**src/rtl/instr_fetch.sv**
```systemverilog
// instr_fetch: fetch stage in front of the instruction decoder.
//
// Owns the PC and issues word-aligned requests to instruction memory. It keeps at most two
// words in flight or buffered, because returned words land in a 2-entry in-order FIFO. Decode
// sees {id_instr, id_pc} through a valid/ready handshake. A redirect (PCSel from control)
// reloads the PC, empties the FIFO and arms a kill counter that drops the responses still in
// flight.
//
// Ports:
//   clk, rst_n                  rising-edge clock, synchronous active-low reset
//   imem_req_valid/ready/addr   request channel to instruction memory (addr[1:0] == 2'b00)
//   imem_rsp_valid/data         in-order response channel from instruction memory
//   redirect, redirect_pc       taken branch/jump and its target (target[1:0] ignored)
//   id_valid/ready/instr/pc     head-of-FIFO instruction presented to decode
module instr_fetch #(
  parameter int unsigned    n        = 32,
  parameter logic [n-1:0]   RESET_PC = '0,
  parameter logic [n-1:0]   NOP      = n'(32'h0000_0013)
) (
  input  logic         clk,
  input  logic         rst_n,

  output logic         imem_req_valid,
  input  logic         imem_req_ready,
  output logic [n-1:0] imem_req_addr,
  input  logic         imem_rsp_valid,
  input  logic [n-1:0] imem_rsp_data,

  input  logic         redirect,
  input  logic [n-1:0] redirect_pc,

  output logic         id_valid,
  input  logic         id_ready,
  output logic [n-1:0] id_instr,
  output logic [n-1:0] id_pc
);

  localparam logic StBoot = 1'b0;
  localparam logic StRun  = 1'b1;

  // Architectural state.
  logic         state_q, state_d;
  logic [n-1:0] pc_q, pc_d;
  logic [1:0]   outst_q, outst_d;   // requests accepted, response not yet seen
  logic [1:0]   kill_q, kill_d;     // in-flight responses still to be dropped

  // Output FIFO (instruction + its PC).
  logic [n-1:0] fifo_instr_q [2];
  logic [n-1:0] fifo_pc_q    [2];
  logic [1:0]   count_q, count_d;
  logic         wr_ptr_q, wr_ptr_d;
  logic         rd_ptr_q, rd_ptr_d;

  // Address queue: PC of every accepted request, consumed in order by responses.
  logic [n-1:0] aq_q [2];
  logic         aq_wr_q, aq_wr_d;
  logic         aq_rd_q, aq_rd_d;

  // Handshake decodes.
  logic         req_fire;
  logic         rsp_drop;
  logic         push;
  logic         pop;
  logic [2:0]   credit_used;
  logic [n-1:0] redirect_tgt;
  logic         unused_redirect_lsb;

  assign redirect_tgt        = {redirect_pc[n-1:2], 2'b00};
  assign unused_redirect_lsb = ^redirect_pc[1:0];

  // ---------------------------------------------------------------------------------------------
  // Request side
  // ---------------------------------------------------------------------------------------------
  // Buffered words plus words in flight never exceed the FIFO depth, so a response always has
  // a slot waiting for it and the memory never needs back-pressure on its response channel.
  assign credit_used    = {1'b0, count_q} + {1'b0, outst_q};
  assign imem_req_valid = (state_q == StRun) && (credit_used < 3'd2);
  assign imem_req_addr  = pc_q;
  assign req_fire       = imem_req_valid & imem_req_ready;

  // ---------------------------------------------------------------------------------------------
  // Response / decode side
  // ---------------------------------------------------------------------------------------------
  assign rsp_drop = imem_rsp_valid & (kill_q != 2'd0);
  // A response arriving in the redirect cycle belongs to the wrong path: it is neither pushed
  // nor counted in the new kill value.
  assign push     = imem_rsp_valid & (kill_q == 2'd0) & ~redirect;

  assign id_valid = (count_q != 2'd0);
  assign pop      = id_valid & id_ready;
  assign id_instr = id_valid ? fifo_instr_q[rd_ptr_q] : NOP;
  assign id_pc    = id_valid ? fifo_pc_q[rd_ptr_q]    : '0;

  // ---------------------------------------------------------------------------------------------
  // Next-state logic
  // ---------------------------------------------------------------------------------------------
  always_comb begin
    state_d = state_q;
    if (state_q == StBoot) begin
      state_d = StRun;
    end
  end

  always_comb begin
    pc_d = pc_q;
    if (redirect) begin
      pc_d = redirect_tgt;
    end else if (req_fire) begin
      pc_d = pc_q + n'(4);
    end
  end

  always_comb begin
    outst_d = outst_q;
    if (req_fire && !imem_rsp_valid) begin
      outst_d = outst_q + 2'd1;
    end else if (!req_fire && imem_rsp_valid) begin
      outst_d = outst_q - 2'd1;
    end
  end

  // On redirect everything still in flight afterwards (including a request accepted in this
  // very cycle) is stale and must be dropped.
  always_comb begin
    kill_d = kill_q;
    if (redirect) begin
      kill_d = outst_d;
    end else if (rsp_drop) begin
      kill_d = kill_q - 2'd1;
    end
  end

  always_comb begin
    count_d  = count_q;
    wr_ptr_d = wr_ptr_q;
    rd_ptr_d = rd_ptr_q;
    if (redirect) begin
      // A same-cycle pop still completes (it is the branch itself); the rest is flushed.
      count_d  = 2'd0;
      wr_ptr_d = 1'b0;
      rd_ptr_d = 1'b0;
    end else begin
      if (push) begin
        wr_ptr_d = ~wr_ptr_q;
      end
      if (pop) begin
        rd_ptr_d = ~rd_ptr_q;
      end
      if (push && !pop) begin
        count_d = count_q + 2'd1;
      end else if (!push && pop) begin
        count_d = count_q - 2'd1;
      end
    end
  end

  // The address queue is not flushed on redirect: killed responses still pop their entry,
  // which keeps it aligned with the memory's in-order response stream.
  always_comb begin
    aq_wr_d = aq_wr_q;
    aq_rd_d = aq_rd_q;
    if (req_fire) begin
      aq_wr_d = ~aq_wr_q;
    end
    if (imem_rsp_valid) begin
      aq_rd_d = ~aq_rd_q;
    end
  end

  // ---------------------------------------------------------------------------------------------
  // State registers
  // ---------------------------------------------------------------------------------------------
  always_ff @(posedge clk) begin
    if (!rst_n) begin
      state_q  <= StBoot;
      pc_q     <= RESET_PC;
      outst_q  <= 2'd0;
      kill_q   <= 2'd0;
      count_q  <= 2'd0;
      wr_ptr_q <= 1'b0;
      rd_ptr_q <= 1'b0;
      aq_wr_q  <= 1'b0;
      aq_rd_q  <= 1'b0;
    end else begin
      state_q  <= state_d;
      pc_q     <= pc_d;
      outst_q  <= outst_d;
      kill_q   <= kill_d;
      count_q  <= count_d;
      wr_ptr_q <= wr_ptr_d;
      rd_ptr_q <= rd_ptr_d;
      aq_wr_q  <= aq_wr_d;
      aq_rd_q  <= aq_rd_d;
    end
  end

  // Payload storage needs no reset; validity is tracked by count_q and the queue pointers.
  always_ff @(posedge clk) begin
    if (push) begin
      fifo_instr_q[wr_ptr_q] <= imem_rsp_data;
      fifo_pc_q[wr_ptr_q]    <= aq_q[aq_rd_q];
    end
    if (req_fire) begin
      aq_q[aq_wr_q] <= pc_q;
    end
  end

  // ---------------------------------------------------------------------------------------------
  // Assertions
  // ---------------------------------------------------------------------------------------------
  // The memory may only answer requests it has accepted.
  a_rsp_has_req: assert property (@(posedge clk) disable iff (!rst_n)
    imem_rsp_valid |-> (outst_q != 2'd0));

  // Credit rule: buffered plus in-flight never exceeds the FIFO depth.
  a_credit: assert property (@(posedge clk) disable iff (!rst_n)
    credit_used <= 3'd2);

  // Every pending kill refers to an in-flight response.
  a_kill_bound: assert property (@(posedge clk) disable iff (!rst_n)
    kill_q <= outst_q);

  // Fetch addresses stay word aligned.
  a_addr_align: assert property (@(posedge clk) disable iff (!rst_n)
    imem_req_valid |-> (imem_req_addr[1:0] == 2'b00));

endmodule

```
**config.mk**
```make
export PLATFORM = sky130hd
export DESIGN_NAME = instr_fetch
export DESIGN_NICKNAME = d
export VERILOG_FILES = /design/src/rtl/instr_fetch.sv
export SDC_FILE = /design/constraint.sdc
export NUM_CORES = 1
export LEC_CHECK = 0
export CAP_MARGIN = 20
export CORE_UTILIZATION = 45
export DETAILED_ROUTE_END_ITERATION = 6
export PLACE_DENSITY = 0.79
export SLEW_MARGIN = 20
export SYNTH_ARGS = -nofsm -noshare
export SYNTH_HDL_FRONTEND = slang
export SYNTH_SLANG_ARGS = --single-unit
```
**constraint.sdc**
```tcl
create_clock -name clk -period 4.75 [get_ports clk]
set_input_delay 0.475 -clock clk [delete_from_list [all_inputs] [get_ports clk]]
set_output_delay 0.475 -clock clk [all_outputs]
set_load 0.1 [all_outputs]
```
==> results.py, run 1 <==
metrics = {
    "cts": {
        "ctsHoldBuffers": 0,
        "post_cts_buffers": 0,
        "post_cts_resized": 0,
        "clk_pin_slew_ps": 60,
        "clk_latency_ps": 500,
        "cts_tree": "yes",
        "clkSinkCount": 227,
        "cts_root_buf": "clkbuf_16",
        "cts_made_buffers": 23,
        "htreeDepth": 1,
        "clockBufferDepth": 3,
    },
    "timing": {
        "hold_violations": 0,
        "final.setup.worst_slack_ps": 1260,
        "rsz0062_at_grt": "no",
        "clock.fmax_mhz": 287,
        "setup_viol": 0,
        "fin_setup_tns_ps": 0,
        "slew-limit-headroom_pct": 29.6,
        "drv_slew": 0,
        "min_period_over_period_pct": 73.5,
        "period_minus_slack_ps": 3490,
        "finClkSkew_ps": 20.7,
        "tightest_slew_ps": 1050,
    },
    "worst_setup_path": {
        "end_kind": "output pin",
        "crit_start": "count_q[0]$_SDFFE_PP0P_",
        "crit_required_ps": 4280,
        "start_kind": "register",
        "ff2ff_path_depth": 7,
        "r2r_start": "count_q[0]$_SDFFE_PP0P_",
        "cp-endpoint": "imem_req_valid",
        "timing.rr.end": "imem_req_addr[28]$_SDFFE_PN0P_",
        "r2r_setup_slack_ps": 1510,
        "worstSetupPathType": "register to output pin",
        "cp_max_fo": 4,
        "critPathArrivalTime_ps": 3020,
    },
    "layout": {
        "nFillCells": 1512,
        "post-route-util_pct": 60.4,
        "fin_nets": 863,
        "antenna_cells": 0,
        "drive_gt1_share_pct": 11.2,
        "layout.cells.non_filler": 1070,
        "syn2layout_area_growth_pct": 30.7,
        "regArea_um2": 6390,
        "multi_input_area_um2": 2520,
        "final_area_um2": 11800,
    },
    "power_and_ir_drop": {
        "leakagePower_uw": 0.00390,
        "clockPowerShare_pct": 37.7,
        "pwr_density_cell_nw_per_um2": 441,
        "sequentialPowerShare_pct": 44.9,
        "ir_worst_vdd_v": 0.000245,
        "intPower_uw": 3790,
        "power_switching_uw": 1430,
        "pwr-share-comb_pct": 17.4,
        "p_sw_share_pct": 27.4,
    },
    "yosys": {
        "synthAdderAreaFrac_pct": 0.636,
        "synth.distinct_cells": 44,
        "synth_top_family_by_area": "multiplexers",
        "synth_area_um2": 9060,
        "ys.flop_type": "edfxtp_1",
        "yosys_warnings": 0,
        "synth_compound_area_share_pct": 4.06,
        "synthSimpleGateAreaFrac_pct": 8.59,
        "synth_edf_count": 184,
        "synthXorXnorAreaFrac_pct": 3.48,
        "synth_mux_area_share_pct": 10.7,
        "yosysSeqAreaShare_pct": 70.5,
        "synth.avg_cell_area_um2": 14.5,
        "netlist_instances": 624,
        "ys_ff_latch": 227,
        "ys_async_sr_fraction_pct": 0,
    },
    "die": {
        "core_area_um2": 19600,
        "dieArea_um2": 20700,
        "rows": 51,
        "fp.dieW_um": 144,
        "pin_count": 168,
        "die_h_um": 144,
        "floorplan.initialDensity_pct": 46.2,
    },
    "routing": {
        "totalWireLength_mm": 19.0,
        "drt-pass1-iter-count": 4,
        "via_count": 5485,
        "wl_per_cell_um": 17.7,
        "route.detailed.drc": 0,
        "viasPerCell": 5.13,
        "drt_iter0_drc": 271,
        "antenna_left": 0,
    },
    "placement": {
        "dp.cells": 1028,
        "pre_cts_ws_ps": 1540,
        "port_buffers": 161,
        "finalWeightedCongestion": 0.798,
        "dpl-instance-area_um2": 11000,
        "hpwl_mm": 12.1,
    },
    "global_route": {
        "overflow": 0,
        "grt_pass1_wl_mm": 28.7,
        "grt_use_total_pct": 18.4,
        "antenna_found_initial": 0,
        "grt_pass1_vias": 5443,
        "grt_max_degree": 63,
    },
    "job": {
        "drv_cap": 0,
    },
    "status": {
        "status": "finished clean",
    },
    "worst_hold_path": {
        "hp-class": "register to register",
    },
}
[kinds of logic after synthesis]
kind of cell	after synthesis
fa+ha+maj	4
flops	227
buf+inv	41
compound gates	66
other cells	1
mux	93
simple gates	156
xor+xnor	36
[per-layer routing]
metal | up-vias | part of all wire, % | global-route usage (%)
met4 | 0 | 2.2 | 5.26
met3 | 29 | 6.7 | 4.00
li1 | 2623 | - | -
met5 | - | 0 | 0
met2 | 180 | 50 | 32.2
met1 | 2653 | 42 | 22.7
[layout by cell type, fill, tap and decap left out, drive strengths merged, types with 3 or more instances in the layout]
cell / instances
o21ai: 25
conb: 4
nand2: 20
and4: 4
clkinv: 7
and3: 5
ha: 3
nor4: 3
nand4: 12
nand3: 14
nor2: 82
clkdlybuf4s50: 161
a21oi: 29
a211oi: 4
and2: 5
clkbuf: 28
inv: 7
dfxtp: 43
mux2: 30
edfxtp: 184
xnor2: 10
mux2i: 63
buf: 10
xor2: 26
bufinv: 6
[cell usage after synthesis, drive strengths merged (10+ instances only)]
cell type  number  area share (%)
edfxtp        184              61
nand2          20            0.83
buf            15            0.90
o21ai          25             1.4
xor2           26             2.5
mux2           30             3.7
clkbuf         19            0.79
nand3          14            0.77
mux2i          63             7.0
dfxtp          43             9.5
a21oi          29             1.6
nand4          12            0.90
nor2           82             3.4
xnor2          10            0.97
[metrics by stage]
step	power [uW]	hold WS, ps
after detailed placement	3300	494
after floorplan	3030	457
after global routing	5390	550
final	5220	518
after global placement	3280	470
after CTS	5260	520
[worst max-delay path: stages, from the launching register on]
cell and delay, ps:
dfxtp_1 450, and2_1 180, fa_1 440, nor3b_1 250, clkdlybuf4s50_1 1180
[worst min-delay path by stage]
stage	startpoint	end	cells past startpoint
after global routing	imem_rsp_data[29]	fifo_instr_q[1][29]$_DFFE_PP_	1
after detailed placement	kill_q[0]$_SDFFE_PN0P_	kill_q[0]$_SDFFE_PN0P_	2
after CTS	kill_q[0]$_SDFFE_PN0P_	kill_q[0]$_SDFFE_PN0P_	2
after global placement	kill_q[0]$_SDFFE_PN0P_	kill_q[0]$_SDFFE_PN0P_	2
final	rd_ptr_q$_SDFFE_PP0P_	rd_ptr_q$_SDFFE_PP0P_	2
after floorplan	kill_q[0]$_SDFFE_PN0P_	kill_q[0]$_SDFFE_PN0P_	2
[final cells by class]
type	count	area share, %
flip-flops and latches	227	54.0
multi-input cells	359	21.3
repair buffers	171	14.6
clock buffers	28	5.28
well taps	265	2.80
clock inverters	13	1.82
inverters	7	0.222
[power by group through the flow]
stage / logic (uW) / clock network [uW] / registers, uW
floorplan: 541 / 0 / 2490
global placement: 896 / 0 / 2380
detailed placement: 908 / 0 / 2390
CTS: 912 / 2000 / 2350
global route: 953 / 2080 / 2350
finish: 910 / 1960 / 2340
[state kept, by name, summed over array words and instances, names as in the netlist, named ones only]
register and count:
imem_req_addr 30, outst_q 2, aq_q 60, fifo_pc_q 60, fifo_instr_q 64, rd_ptr_q 1
count_q 2, aq_wr_q 1, aq_rd_q 1, kill_q 2, wr_ptr_q 1, state_q 1
Note: power is estimated with default switching activity, not from simulation.
==> inputs of run 2 (changes only) <==
- clock period: 4.75 -> 3.25 ns (I/O delays scaled with it)
==> run 2 against run 1 <==
Combinational power up 44%. Sequential share of layout area increased by 1.5 points. Clock power up 20%. Via count shrank 0.26%. Worst hold slack got worse by 110 ps. Cell count is 0.56% higher. Clock skew fell by 9.2 ps. Sequential power rose by 46%. Largest cell class unchanged. Setup slack lost 540 ps.
==> results.py, run 2 (synthesis results as in run 1) <==
metrics = {
    "status": {
        "status": "finished clean",
    },
    "layout": {
        "largest_reg_flops": 64,
        "post-route-util_pct": 58.8,
        "final_cell_mix": "edfxtp_1, buf_4, clkdlybuf4s50_1",
        "nFillCells": 1523,
        "final_common_cell": "edfxtp_1",
        "regArea_um2": 6390,
        "top_register": "fifo_instr_q",
        "antenna_cells": 0,
        "drive_gt1_share_pct": 21.0,
        "fin_nets": 869,
        "syn2layout_area_growth_pct": 27.2,
        "top_regs": "fifo_instr_q: 64 flops, aq_q: 60 flops, fifo_pc_q: 60 flops",
        "multi_input_area_um2": 2530,
    },
    "job": {
        "drv_cap": 0,
    },
    "timing": {
        "tightest_slew_ps": 1010,
        "setup_viol": 0,
        "hold_violations": 0,
        "rsz0062_at_grt": "no",
        "drv_slew": 0,
        "slew-limit-headroom_pct": 32.3,
        "clock.fmax_mhz": 395,
        "min_period_over_period_pct": 77.9,
        "fin_setup_tns_ps": 0,
        "finClkSkew_ps": 11.5,
        "period_minus_slack_ps": 2530,
    },
    "worst_setup_path": {
        "start_kind": "register",
        "critPathArrivalTime_ps": 2210,
        "crit_start": "imem_req_addr[16]$_SDFFE_PN0P_",
        "slowest_stage": "clkdlybuf4s50_1",
        "slowest_delay_ps": 1200,
        "r2r_start": "count_q[0]$_SDFFE_PP0P_",
        "path_cells": "clkdlybuf4s50_1",
        "path_delay_family": "buffers and inverters",
        "end_kind": "output pin",
        "crit_required_ps": 2920,
        "path_buf_inv": 1,
        "worstSetupPathType": "register to output pin",
        "cp_max_fo": 9,
    },
    "routing": {
        "wl_per_cell_um": 17.1,
        "via_count": 5471,
        "drt-pass1-iter-count": 4,
        "drt_iter0_drc": 234,
        "viasPerCell": 5.08,
        "totalWireLength_mm": 18.4,
        "route.detailed.drc": 0,
        "antenna_left": 0,
    },
    "die": {
        "dieArea_um2": 20700,
        "core_area_um2": 19600,
        "die_h_um": 144,
        "rows": 51,
        "pin_count": 168,
        "fp.dieW_um": 144,
        "floorplan.initialDensity_pct": 46.2,
    },
    "cts": {
        "post_cts_resized": 0,
        "clkSinkCount": 227,
        "cts_root_buf": "clkbuf_16",
        "ctsHoldBuffers": 0,
        "clk_latency_ps": 500,
        "cts_made_buffers": 23,
        "clk_pin_slew_ps": 60,
        "post_cts_buffers": 0,
        "clockBufferDepth": 3,
        "htreeDepth": 1,
        "cts_tree": "yes",
    },
    "global_route": {
        "grt_max_degree": 60,
        "grt_pass1_wl_mm": 27.6,
        "grt_pass1_vias": 5264,
        "overflow": 0,
        "grt_use_total_pct": 17.6,
        "antenna_found_initial": 0,
    },
    "placement": {
        "hpwl_mm": 12.1,
        "finalWeightedCongestion": 0.785,
        "port_buffers": 161,
    },
    "power_and_ir_drop": {
        "power_uw": 7070,
        "leakagePower_uw": 0.00399,
        "pwr_density_cell_nw_per_um2": 614,
        "ir_worst_vdd_v": 0.000372,
    },
    "worst_hold_path": {
        "hp-class": "input pin to register",
        "hold_start": "imem_rsp_data[24]",
    },
}
[run 2: where the power goes]
group	internal (uW)	total (uW)	switching, uW
combinational	347	1310	958
sequential	3320	3420	94.0
clock	1330	2350	1020
total	5000	7070	2080
[run 2: worst register-to-register path, stage by stage (launching register included)]
cell,delay [ps]
dfxtp_1,440
and2_1,180
fa_1,460
nand4bb_1,190
buf_4,190
nor4_4,270
buf_4,240
nand4_1,150
xor2_1,190
a21oi_1,80
[run 2: path summary, 6_finish.rpt]
kind                                         end  depth (start not counted)  slack, ps
hold reg to reg            rd_ptr_q$_SDFFE_PP0P_                          2        510
setup reg to reg  imem_req_addr[31]$_SDFFE_PN0P_                          9        720
setup / recovery               imem_req_addr[16]                          1        720
hold / removal     fifo_instr_q[1][24]$_DFFE_PP_                          1        400
[run 2: routing by layer]
layer | wire length, um | GRT usage, %
met1 | 7580 | 21.7
met2 | 8890 | 30.0
met3 | 1290 | 3.90
met4 | 623 | 6.83
met5 | 0 | 0
[run 2: final cells by class]
class	instances	share of cell area, %
sequential	227	55.5
multi-input combinational	359	21.9
timing repair buffer	177	13.7
clock buffer	30	5.31
tap	265	2.88
clock inverter	11	0.499
inverter	7	0.228
[run 2: through the flow]
step / area (um2) / setup slack (ps) / instances / hold WS, ps
4_1_cts: 11500 / 712 / 1076 / 387
5_1_grt: 11500 / 625 / 1076 / 383
3_3_place_gp: 10900 / 803 / 1035 / 470
2_1_floorplan: 9070 / 145 / 627 / 353
3_5_place_dp: 10900 / 752 / 1035 / 495
6_report: 11500 / 718 / 1076 / 404
==> inputs of run 3 (changes only) <==
- PLACE_DENSITY: 0.79 -> 0.82
- clock period: 3.25 -> 2.1 ns (I/O delays scaled with it)
==> run 3 against run 2 <==
Critical endpoint is now imem_req_addr[25]$_SDFFE_PN0P_. Largest cell class unchanged. Global-route usage grew 1.3 points. Sequential power grew 55%. The flow now finishes with violations (negative setup slack). Sequential cell count is the same. Utilization grew 7.8 points. Critical path depth grew 8. Register-to-register slack lost 830 ps. Die area is the same. Non-clock buffer count grew 21. Wire length grew 5.5%.
==> results.py, run 3 (synthesis results as in run 1) <==
metrics = {
    "global_route": {
        "antenna_found_initial": 0,
        "grt_use_total_pct": 18.8,
        "overflow": 0,
        "grt_pass1_wl_mm": 29.8,
        "grt_pass1_vias": 5569,
        "grt_max_degree": 58,
    },
    "timing": {
        "drv_slew": 0,
        "clock.fmax_mhz": 452,
        "hold_violations": 0,
        "fin_setup_tns_ps": -2520,
        "setup_viol": 49,
        "rsz0062_at_grt": "yes",
        "period_minus_slack_ps": 2210,
        "finClkSkew_ps": 13.1,
        "final.setup.worst_slack_ps": -111,
        "holdWs_ps": 270,
        "min_period_over_period_pct": 105,
        "slew-limit-headroom_pct": 64.4,
        "tightest_slew_ps": 533,
    },
    "layout": {
        "largest_reg_flops": 64,
        "final_common_cell": "edfxtp_1",
        "regArea_um2": 6420,
        "nFillCells": 1341,
        "syn2layout_area_growth_pct": 44.0,
        "post-route-util_pct": 66.6,
        "fin_nets": 890,
        "layout.cells.non_filler": 1097,
        "top_regs": "fifo_instr_q: 64 flops, aq_q: 60 flops, fifo_pc_q: 60 flops",
        "top_register": "fifo_instr_q",
        "multi_input_area_um2": 2920,
        "final_cell_mix": "edfxtp_1, buf_12, clkdlybuf4s50_1",
        "drive_gt1_share_pct": 37.0,
        "final_area_um2": 13000,
        "antenna_cells": 0,
    },
    "worst_setup_path": {
        "path_buf_inv": 2,
        "critPathArrivalTime_ps": 2570,
        "slowest_stage": "fa_2",
        "path_delay_family": "simple AND/OR/NAND/NOR gates",
        "cp_max_fo": 10,
        "slowest_delay_ps": 480,
        "path_cells": "and2_4 > fa_2 > nand4bb_1 > buf_6 > nor4_4 > buf_6 > nand4_1 > xor2_1 > a21oi_1",
        "worstSetupPathType": "register to register",
        "start_kind": "register",
        "crit_required_ps": 2460,
        "path_common_cell": "buf_6",
        "end_kind": "register",
    },
    "placement": {
        "dpl-instance-area_um2": 12100,
        "finalWeightedCongestion": 0.833,
        "dp.cells": 1050,
        "hpwl_mm": 12.9,
        "port_buffers": 161,
    },
    "cts": {
        "clk_latency_ps": 500,
        "cts_tree": "yes",
        "clkSinkCount": 227,
        "cts_root_buf": "clkbuf_16",
        "ctsHoldBuffers": 0,
        "clk_pin_slew_ps": 70,
        "htreeDepth": 1,
        "cts_made_buffers": 23,
        "clockBufferDepth": 3,
    },
    "power_and_ir_drop": {
        "leakagePower_uw": 0.00442,
        "pwr_density_cell_nw_per_um2": 911,
        "ir_worst_vdd_v": 0.000568,
    },
    "die": {
        "fp.dieW_um": 144,
        "core_area_um2": 19600,
        "rows": 51,
        "dieArea_um2": 20700,
        "pin_count": 168,
        "die_h_um": 144,
        "floorplan.initialDensity_pct": 46.2,
    },
    "routing": {
        "route.detailed.drc": 0,
        "via_count": 5644,
        "wl_per_cell_um": 17.7,
        "drt_iter0_drc": 316,
        "antenna_left": 0,
        "totalWireLength_mm": 19.4,
        "viasPerCell": 5.14,
        "drt-pass1-iter-count": 5,
    },
    "status": {
        "status": "finished with violations",
        "violations": "negative setup slack",
    },
    "worst_hold_path": {
        "hp-class": "input pin to register",
    },
    "job": {
        "drv_cap": 0,
    },
}
==> run 3: worst paths after layout <==
kind | startpoint | endpoint | slack [ps] | cells past startpoint
setup / recovery | outst_q[0]$_SDFF_PN0_ | imem_req_addr[25]$_SDFFE_PN0P_ | -110 | 9
hold / removal | rst_n | state_q$_DFF_P_ | 270 | 1
setup reg to reg | outst_q[0]$_SDFF_PN0_ | imem_req_addr[25]$_SDFFE_PN0P_ | -110 | 9
hold reg to reg | kill_q[0]$_SDFFE_PN0P_ | kill_q[0]$_SDFFE_PN0P_ | 490 | 2
==> run 3: cell type report <==
| type | instances | area share, % |
|---|---|---|
| Clock buffer | 28 | 4.63 |
| Clock inverter | 13 | 1.11 |
| Inverter | 7 | 0.201 |
| Multi-Input combinational cell | 359 | 22.4 |
| Sequential cell | 227 | 49.2 |
| Tap cell | 265 | 2.54 |
| Timing Repair Buffer | 198 | 19.9 |
==> run 3: per-layer routing <==
| metal | GRT usage, % | part of all wire (%) | vias up |
|---|---|---|---|
| li1 | - | - | 2685 |
| met1 | 24.2 | 41 | 2709 |
| met2 | 31.9 | 50 | 214 |
| met3 | 3.77 | 6.6 | 36 |
| met4 | 6.22 | 2.2 | 0 |
| met5 | 0 | 0 | - |
==> run 3: per-stage QoR <==
step	setup slack, ps	total power [uW]
finish	-111	11900
global placement	-69.5	7830
floorplan	-410	7000
detailed placement	-156	7880
global route	-233	12300
CTS	-108	12000
==> run 3: power breakdown <==
part	internal (uW)	leakage [uW]	switching (uW)
combinational	889	0.00200	1670
sequential	5150	0.00206	143
clock	2420	0.000363	1610
==> run 3: repair_timing <==
action / in CTS / in global routing
hold endpoints to repair: 0 / 0
pin swaps: 4 / 6
gates resized for setup: 17 / 13
buffers inserted: 4 / 3
setup endpoints to repair: 85 / 100
cloned: 2 / 0
